<file path="src/rtl/music_pkg.sv">
// Shared definitions for the song sequencer: silence tone code, controller
// state encoding, tempo select encodings and defaults, plus the helper that
// turns a tempo selection into a tick-counter limit.
package music_pkg;

  localparam logic [31:0] SILENCE_TONE     = 32'd20000;
  localparam int unsigned DEF_SONG_LEN     = 108;
  localparam int unsigned DEF_TICK_CYCLES  = 12_500_000;

  typedef enum logic [1:0] {
    ST_IDLE  = 2'd0,
    ST_PLAY  = 2'd1,
    ST_PAUSE = 2'd2,
    ST_DONE  = 2'd3
  } state_e;

  typedef enum logic [1:0] {
    TEMPO_NORMAL     = 2'd0,
    TEMPO_DOUBLE     = 2'd1,
    TEMPO_HALF       = 2'd2,
    TEMPO_NORMAL_ALT = 2'd3
  } tempo_e;

  // Cycles per quarter-beat for a tempo selection; never returns 0 so the
  // tick compare (limit-1) cannot underflow.
  function automatic logic [31:0] tempo_limit(input logic [1:0] sel,
                                              input logic [31:0] base);
    logic [31:0] lim;
    case (tempo_e'(sel))
      TEMPO_DOUBLE: lim = base >> 1;
      TEMPO_HALF:   lim = base << 1;
      default:      lim = base;
    endcase
    if (lim == 32'd0) lim = 32'd1;
    return lim;
  endfunction

endpackage

</file>
<file path="src/rtl/beat_sequencer_ctrl_if.sv">
// Bundle of control inputs, song ROM handshake and buzzer outputs of the
// beat sequencer.
//   slave  : the sequencer (takes controls and ROM tone, drives beat/tone/status)
//   master : the surrounding logic (debouncers, ROM, PWM)
interface beat_sequencer_ctrl_if;
  logic        play;
  logic        pause;
  logic        stop;
  logic        loop_en;
  logic [1:0]  tempo_sel;
  logic [31:0] tone_in;
  logic [7:0]  beat_num;
  logic [31:0] tone_out;
  logic        playing;
  logic        note_start;
  logic        done;

  modport slave (
    input  play, pause, stop, loop_en, tempo_sel, tone_in,
    output beat_num, tone_out, playing, note_start, done
  );

  modport master (
    output play, pause, stop, loop_en, tempo_sel, tone_in,
    input  beat_num, tone_out, playing, note_start, done
  );
endinterface

</file>
<file path="src/rtl/beat_sequencer_ctrl_tick_gen.sv">
// Quarter-beat tick generator.
//   clk, rst  : clock, synchronous active-high reset
//   clear_i   : force counter to 0 (wins over enable)
//   enable_i  : count this cycle; when low the counter holds
//   limit_i   : cycles per tick (>= 1)
//   tick_o    : high in the cycle the counter sits at limit-1 while enabled
module tick_gen (
  input  logic        clk,
  input  logic        rst,
  input  logic        clear_i,
  input  logic        enable_i,
  input  logic [31:0] limit_i,
  output logic        tick_o
);

  logic [31:0] cnt_q, cnt_d;

  // >= rather than == so a counter held across a tempo change to a shorter
  // limit still terminates instead of running to wrap-around.
  assign tick_o = enable_i && (cnt_q >= (limit_i - 32'd1));

  always_comb begin
    cnt_d = cnt_q;
    if (clear_i)       cnt_d = '0;
    else if (tick_o)   cnt_d = '0;
    else if (enable_i) cnt_d = cnt_q + 32'd1;
  end

  always_ff @(posedge clk) begin
    if (rst) cnt_q <= '0;
    else     cnt_q <= cnt_d;
  end

endmodule

</file>
<file path="src/rtl/beat_sequencer_ctrl.sv">
// Song sequencer controller: steps the beat index into the song ROM at the
// selected tempo, registers the returned tone for the buzzer PWM and handles
// play/pause/stop/loop. Outputs the silence code whenever not playing.
//   clk, rst : clock, synchronous active-high reset
//   bus      : slave side of beat_sequencer_ctrl_if (controls, ROM, PWM)
//
// state    | meaning
// ---------+---------------------------------------------------------
// ST_IDLE  | stopped at beat 0, silent
// ST_PLAY  | counting ticks, advancing beats, tone follows the ROM
// ST_PAUSE | beat and tick counter frozen, silent
// ST_DONE  | song ended without loop, silent, waiting for play/stop
module beat_sequencer_ctrl
  import music_pkg::*;
#(
  parameter int unsigned TICK_CYCLES = DEF_TICK_CYCLES,
  parameter int unsigned SONG_LEN    = DEF_SONG_LEN,
  parameter logic [31:0] SILENCE     = SILENCE_TONE
) (
  input  logic                 clk,
  input  logic                 rst,
  beat_sequencer_ctrl_if.slave bus
);

  localparam logic [7:0]  LAST_BEAT = 8'(SONG_LEN - 1);
  localparam logic [31:0] BASE_LIM  = 32'(TICK_CYCLES);

  state_e      state_q, state_d;
  logic [7:0]  beat_q, beat_d;
  logic [31:0] limit_q, limit_d;
  logic [31:0] tone_q, tone_d;
  logic        playing_q, playing_d;
  logic        note_start_q, note_start_d;
  logic        done_q, done_d;
  logic        cnt_clear, cnt_en, tick;

  // Pause/stop freeze the counter in the same cycle, so a tick coinciding
  // with either control never fires.
  assign cnt_en = (state_q == ST_PLAY) && !bus.stop && !bus.pause;

  tick_gen u_tick_gen (
    .clk      (clk),
    .rst      (rst),
    .clear_i  (cnt_clear),
    .enable_i (cnt_en),
    .limit_i  (limit_q),
    .tick_o   (tick)
  );

  always_comb begin
    state_d      = state_q;
    beat_d       = beat_q;
    limit_d      = limit_q;
    note_start_d = 1'b0;
    done_d       = 1'b0;
    cnt_clear    = 1'b0;

    if (bus.stop) begin
      state_d   = ST_IDLE;
      beat_d    = '0;
      cnt_clear = 1'b1;
    end else begin
      case (state_q)
        ST_IDLE, ST_DONE: begin
          if (bus.play) begin
            state_d      = ST_PLAY;
            beat_d       = '0;
            cnt_clear    = 1'b1;
            note_start_d = 1'b1;
            limit_d      = tempo_limit(bus.tempo_sel, BASE_LIM);
          end
        end
        ST_PLAY: begin
          if (bus.pause) begin
            state_d = ST_PAUSE;
          end else if (tick) begin
            limit_d = tempo_limit(bus.tempo_sel, BASE_LIM);
            if (beat_q < LAST_BEAT) begin
              beat_d       = beat_q + 8'd1;
              note_start_d = 1'b1;
            end else if (bus.loop_en) begin
              beat_d       = '0;
              note_start_d = 1'b1;
            end else begin
              state_d = ST_DONE;
              beat_d  = '0;
              done_d  = 1'b1;
            end
          end
        end
        ST_PAUSE: begin
          if (bus.play) begin
            state_d = ST_PLAY;
            limit_d = tempo_limit(bus.tempo_sel, BASE_LIM);
          end
        end
        default: state_d = ST_IDLE;
      endcase
    end

    // Tone tracks the ROM only while staying in PLAY; leaving PLAY silences
    // the buzzer on the same edge rather than one cycle later.
    tone_d    = ((state_q == ST_PLAY) && (state_d == ST_PLAY)) ? bus.tone_in : SILENCE;
    playing_d = (state_d == ST_PLAY);
  end

  always_ff @(posedge clk) begin
    if (rst) begin
      state_q      <= ST_IDLE;
      beat_q       <= '0;
      limit_q      <= tempo_limit(2'd0, BASE_LIM);
      tone_q       <= SILENCE;
      playing_q    <= 1'b0;
      note_start_q <= 1'b0;
      done_q       <= 1'b0;
    end else begin
      state_q      <= state_d;
      beat_q       <= beat_d;
      limit_q      <= limit_d;
      tone_q       <= tone_d;
      playing_q    <= playing_d;
      note_start_q <= note_start_d;
      done_q       <= done_d;
    end
  end

  assign bus.beat_num   = beat_q;
  assign bus.tone_out   = tone_q;
  assign bus.playing    = playing_q;
  assign bus.note_start = note_start_q;
  assign bus.done       = done_q;

endmodule

</file>
<file path="src/flat_wrapper.sv">
// flat-port wrapper written by rule: the top's interface ports become plain ports
module beat_sequencer_ctrl_flat import music_pkg::*;
#(
  parameter int unsigned TICK_CYCLES = DEF_TICK_CYCLES,
  parameter int unsigned SONG_LEN    = DEF_SONG_LEN,
  parameter logic [31:0] SILENCE     = SILENCE_TONE
)
  (clk, rst, bus_play, bus_pause, bus_stop, bus_loop_en, bus_tempo_sel, bus_tone_in, bus_beat_num, bus_tone_out, bus_playing, bus_note_start, bus_done);
  beat_sequencer_ctrl_if bus_i ();
  input  logic clk;
  input  logic rst;
  input wire logic [$bits(bus_i.play)-1:0] bus_play;
  input wire logic [$bits(bus_i.pause)-1:0] bus_pause;
  input wire logic [$bits(bus_i.stop)-1:0] bus_stop;
  input wire logic [$bits(bus_i.loop_en)-1:0] bus_loop_en;
  input wire logic [$bits(bus_i.tempo_sel)-1:0] bus_tempo_sel;
  input wire logic [$bits(bus_i.tone_in)-1:0] bus_tone_in;
  output wire logic [$bits(bus_i.beat_num)-1:0] bus_beat_num;
  output wire logic [$bits(bus_i.tone_out)-1:0] bus_tone_out;
  output wire logic [$bits(bus_i.playing)-1:0] bus_playing;
  output wire logic [$bits(bus_i.note_start)-1:0] bus_note_start;
  output wire logic [$bits(bus_i.done)-1:0] bus_done;
  assign bus_i.play = bus_play;
  assign bus_i.pause = bus_pause;
  assign bus_i.stop = bus_stop;
  assign bus_i.loop_en = bus_loop_en;
  assign bus_i.tempo_sel = bus_tempo_sel;
  assign bus_i.tone_in = bus_tone_in;
  assign bus_beat_num = bus_i.beat_num;
  assign bus_tone_out = bus_i.tone_out;
  assign bus_playing = bus_i.playing;
  assign bus_note_start = bus_i.note_start;
  assign bus_done = bus_i.done;
  beat_sequencer_ctrl #(.TICK_CYCLES(TICK_CYCLES), .SONG_LEN(SONG_LEN), .SILENCE(SILENCE)) u_core (.clk(clk), .rst(rst), .bus(bus_i));
endmodule
</file>
<file path="config.mk">
export PLATFORM = sky130hd
export DESIGN_NAME = beat_sequencer_ctrl_flat
export DESIGN_NICKNAME = d
export VERILOG_FILES = /design/src/rtl/music_pkg.sv /design/src/rtl/beat_sequencer_ctrl_if.sv /design/src/rtl/beat_sequencer_ctrl_tick_gen.sv /design/src/rtl/beat_sequencer_ctrl.sv /design/src/flat_wrapper.sv
export SDC_FILE = /design/constraint.sdc
export NUM_CORES = 1
export LEC_CHECK = 0
export ABC_AREA = 0
export CAP_MARGIN = 25
export CORE_MARGIN = 1.5
export CORE_UTILIZATION = 40
export DETAILED_ROUTE_END_ITERATION = 8
export GPL_TIMING_DRIVEN = 0
export PLACE_DENSITY = 0.65
export SYNTH_ARGS = -nofsm -noshare
export SYNTH_HDL_FRONTEND = slang
export SYNTH_SLANG_ARGS = --single-unit
</file>
<file path="constraint.sdc">
create_clock -name clk -period 4.5 [get_ports clk]
set_input_delay 0.9 -clock clk [delete_from_list [all_inputs] [get_ports clk]]
set_output_delay 0.9 -clock clk [all_outputs]
set_load 0.02 [all_outputs]
</file>
==> metrics.txt <==
status finished, final reports clean; DP HPWL 6260 um; top-area cell type share of the netlist area 44.8%; Clk pin slew, worst setup/hold paths 90 ps; total CTS buffers 9; RR Endpoint u_core.u_tick_gen.cnt_q[24]$_SDFFE_PP0P_; core area 8850 um2; WHS Endpoint u_core.limit_q[23]$_SDFFE_PP1P_; post-route cell area 4860 um2; total gr overflow 0; GP Congestion 0.825; setup bufs post-CTS 0; Post-synth EDFFs 0; Syn Std Cell Area 3710 um2; vias post-DR 3,036; Worst Reg-to-Reg Cells 12; Worst EP required 4720 ps; Worst Hold Path Cells 1; worst clock skew 9.78 ps; commonest non-fill, non-tap cell in the layout dfxtp_1; Post-synth ARST share 0%; reg-to-reg setup timing slack 1160 ps; total power 1.40 mW; R2R Path Start u_core.limit_q[9]$_SDFFE_PP0P_; drc violations 0; Setup CP Type flop to flop; CTS Root Cell clkbuf_8; slowest CP cell dfxtp_1; post-DR vias/cell 4.98; most used cell, CP ha_1; cell count after synthesis 405; final setup vio count 0; starting density of the core 41.9%; RSZ-0062 raised after global routing no; TritonCTS clock tree built; Largest stage delay, worst path 460 ps; # diodes 0; max-slew violations 0; Main synth FF type dfxtp_1; post-route minimum period 3340 ps; Peak supply drop 0.000132 V; Fmax 299 MHz; commonest non-fill, non-tap cells in the layout dfxtp_1 (83), clkdlybuf4s50_1 (81), nor2_1 (60); clock sink count 83; sequential element share of the synthesized area 44.8%; final worst path period share 74.2%; hold path startpoint u_core.limit_q[23]$_SDFFE_PP1P_; Die Width 99.3 um; Buf/Inv on CP 2; io pins 83; CP arrival 3560 ps; largest net degree at the start of global routing 16; Hold/Removal Path Class flop to flop; layout cells sized above 1 4.98%; WHS 458 ps; main area contributors after synthesis dfxtp_1 (45%), ha_1 (9.4%), nor2_1 (6.1%); Worst Setup Start Kind flop; Clock Tree Buf Depth 2; Inst Count DP 594; utilization after layout 55.0%; synthesis-to-finish area growth 31.2%; vias in the first global route 2,847; Detail Route Antenna Nets 0; Worst Path Max Fanout 10; routed len/inst 13.5 um; syn avg cell area 9.16 um2; IO Port Bufs 81; post-synthesis net count 473; DP Worst Slack 1200 ps; Global Route Usage Sum 17.2%; max_slew headroom 53.2%; Slew @ Worst Pin 699 ps; post-CTS sizing 0; Initial DRC Count 84; first-pass GRT wire length 13,500 um; nets@finish 565; Die Ht 99.3 um; Sum Neg Setup Slack 0 ps; Leak 1.88 nW; MaxCap Viol Count 0; area leader, netlist dfxtp_1; Netlist cell types 49; # H-tree levels 3; setup ws final 1160 ps; flops & latches, synth 83; worst-path cell chain inv_1, ha_1, ha_1, ha_1, nand4_1, o21ai_0, o21ai_1, a31oi_1, nand2b_1, a221o_1, clkbuf_1, nor2_1; post-cts hold buffer count 0; DP Area 4650 um2; Post-Layout Cell Count 610; synth warn 0; Die ar. 9860 um2; crit end category flop; row count 34; first drt pass iteration count 4; initial antenna violation count 0; worst skew pair latency 350 ps; Final Hold Viols 0; final WL 8250 um; PD cells 288 nW/um2; crit-path leading delay family compound AO/OA/AOI/OAI gates
## cell families after synthesis
logic type,Yosys count,synth area share [%]
and+or+nand+nor,183,25.1
DFF,83,44.8
AOI/OAI and AO/OA,52,9.85
buffers and inverters,29,3.58
adders and majority gates,28,9.45
xor gates and xnor gates,27,6.38
muxes,3,0.810
## power breakdown
part	switching (mW)	total [mW]	internal, mW
clock	0.281	0.558	0.276
sequential	0.00305	0.742	0.739
combinational	0.0474	0.100	0.0530
total	0.332	1.40	1.07
## layout make-up
type | count | area, um2
Multi-Input combinational cell | 293 | 1910
Buffer | 9 | 57.6
Clock buffer | 10 | 138
Fill cell | 818 | 3980
Clock inverter | 6 | 72.6
Tap cell | 108 | 135
Timing Repair Buffer | 81 | 811
Sequential cell | 83 | 1660
Inverter | 20 | 75.1
## how the worst max path moves through the flow
stage,startpoint,slack [ps],to,cells after the start
2_1_floorplan,u_core.limit_q[9]$_SDFFE_PP0P_,1830,u_core.u_tick_gen.cnt_q[0]$_SDFFE_PP0P_,12
6_report,u_core.limit_q[9]$_SDFFE_PP0P_,1160,u_core.u_tick_gen.cnt_q[24]$_SDFFE_PP0P_,12
5_1_grt,u_core.limit_q[9]$_SDFFE_PP0P_,850,u_core.u_tick_gen.cnt_q[10]$_SDFFE_PP0P_,12
4_1_cts,u_core.limit_q[9]$_SDFFE_PP0P_,1140,u_core.u_tick_gen.cnt_q[22]$_SDFFE_PP0P_,12
3_3_place_gp,u_core.limit_q[9]$_SDFFE_PP0P_,1260,u_core.u_tick_gen.cnt_q[11]$_SDFFE_PP0P_,12
3_5_place_dp,u_core.limit_q[9]$_SDFFE_PP0P_,1200,u_core.u_tick_gen.cnt_q[24]$_SDFFE_PP0P_,12
## cell usage after synthesis (8+ instances only)
cell and count:
dfxtp_1 83, nor2_1 60, and2_1 31, ha_1 28, nand2_1 27, inv_1 20
xor2_1 16, a21oi_1 13, nand3_1 13, xnor2_1 11, nand2b_1 10, and3_1 9
nand4_1 8, nor3_1 8
## per-layer routing
layer	part of all wire (%)	wire, um	global-route usage (%)
met3	3.2	262	3.16
met1	48	3990	22.5
met2	48	3940	28.3
met5	0	0	0
met4	0.67	55	6.18
## state kept, by name, indices dropped and copies added (netlist names)
register / flops
u_core.bus.tone_out: 32
u_core.u_tick_gen.cnt_q: 32
u_core.bus.beat_num: 8
u_core.limit_q: 6
u_core.state_q: 2
u_core.bus.done: 1
u_core.bus.note_start: 1
u_core.bus.playing: 1
(Power assumes the default switching activity.)
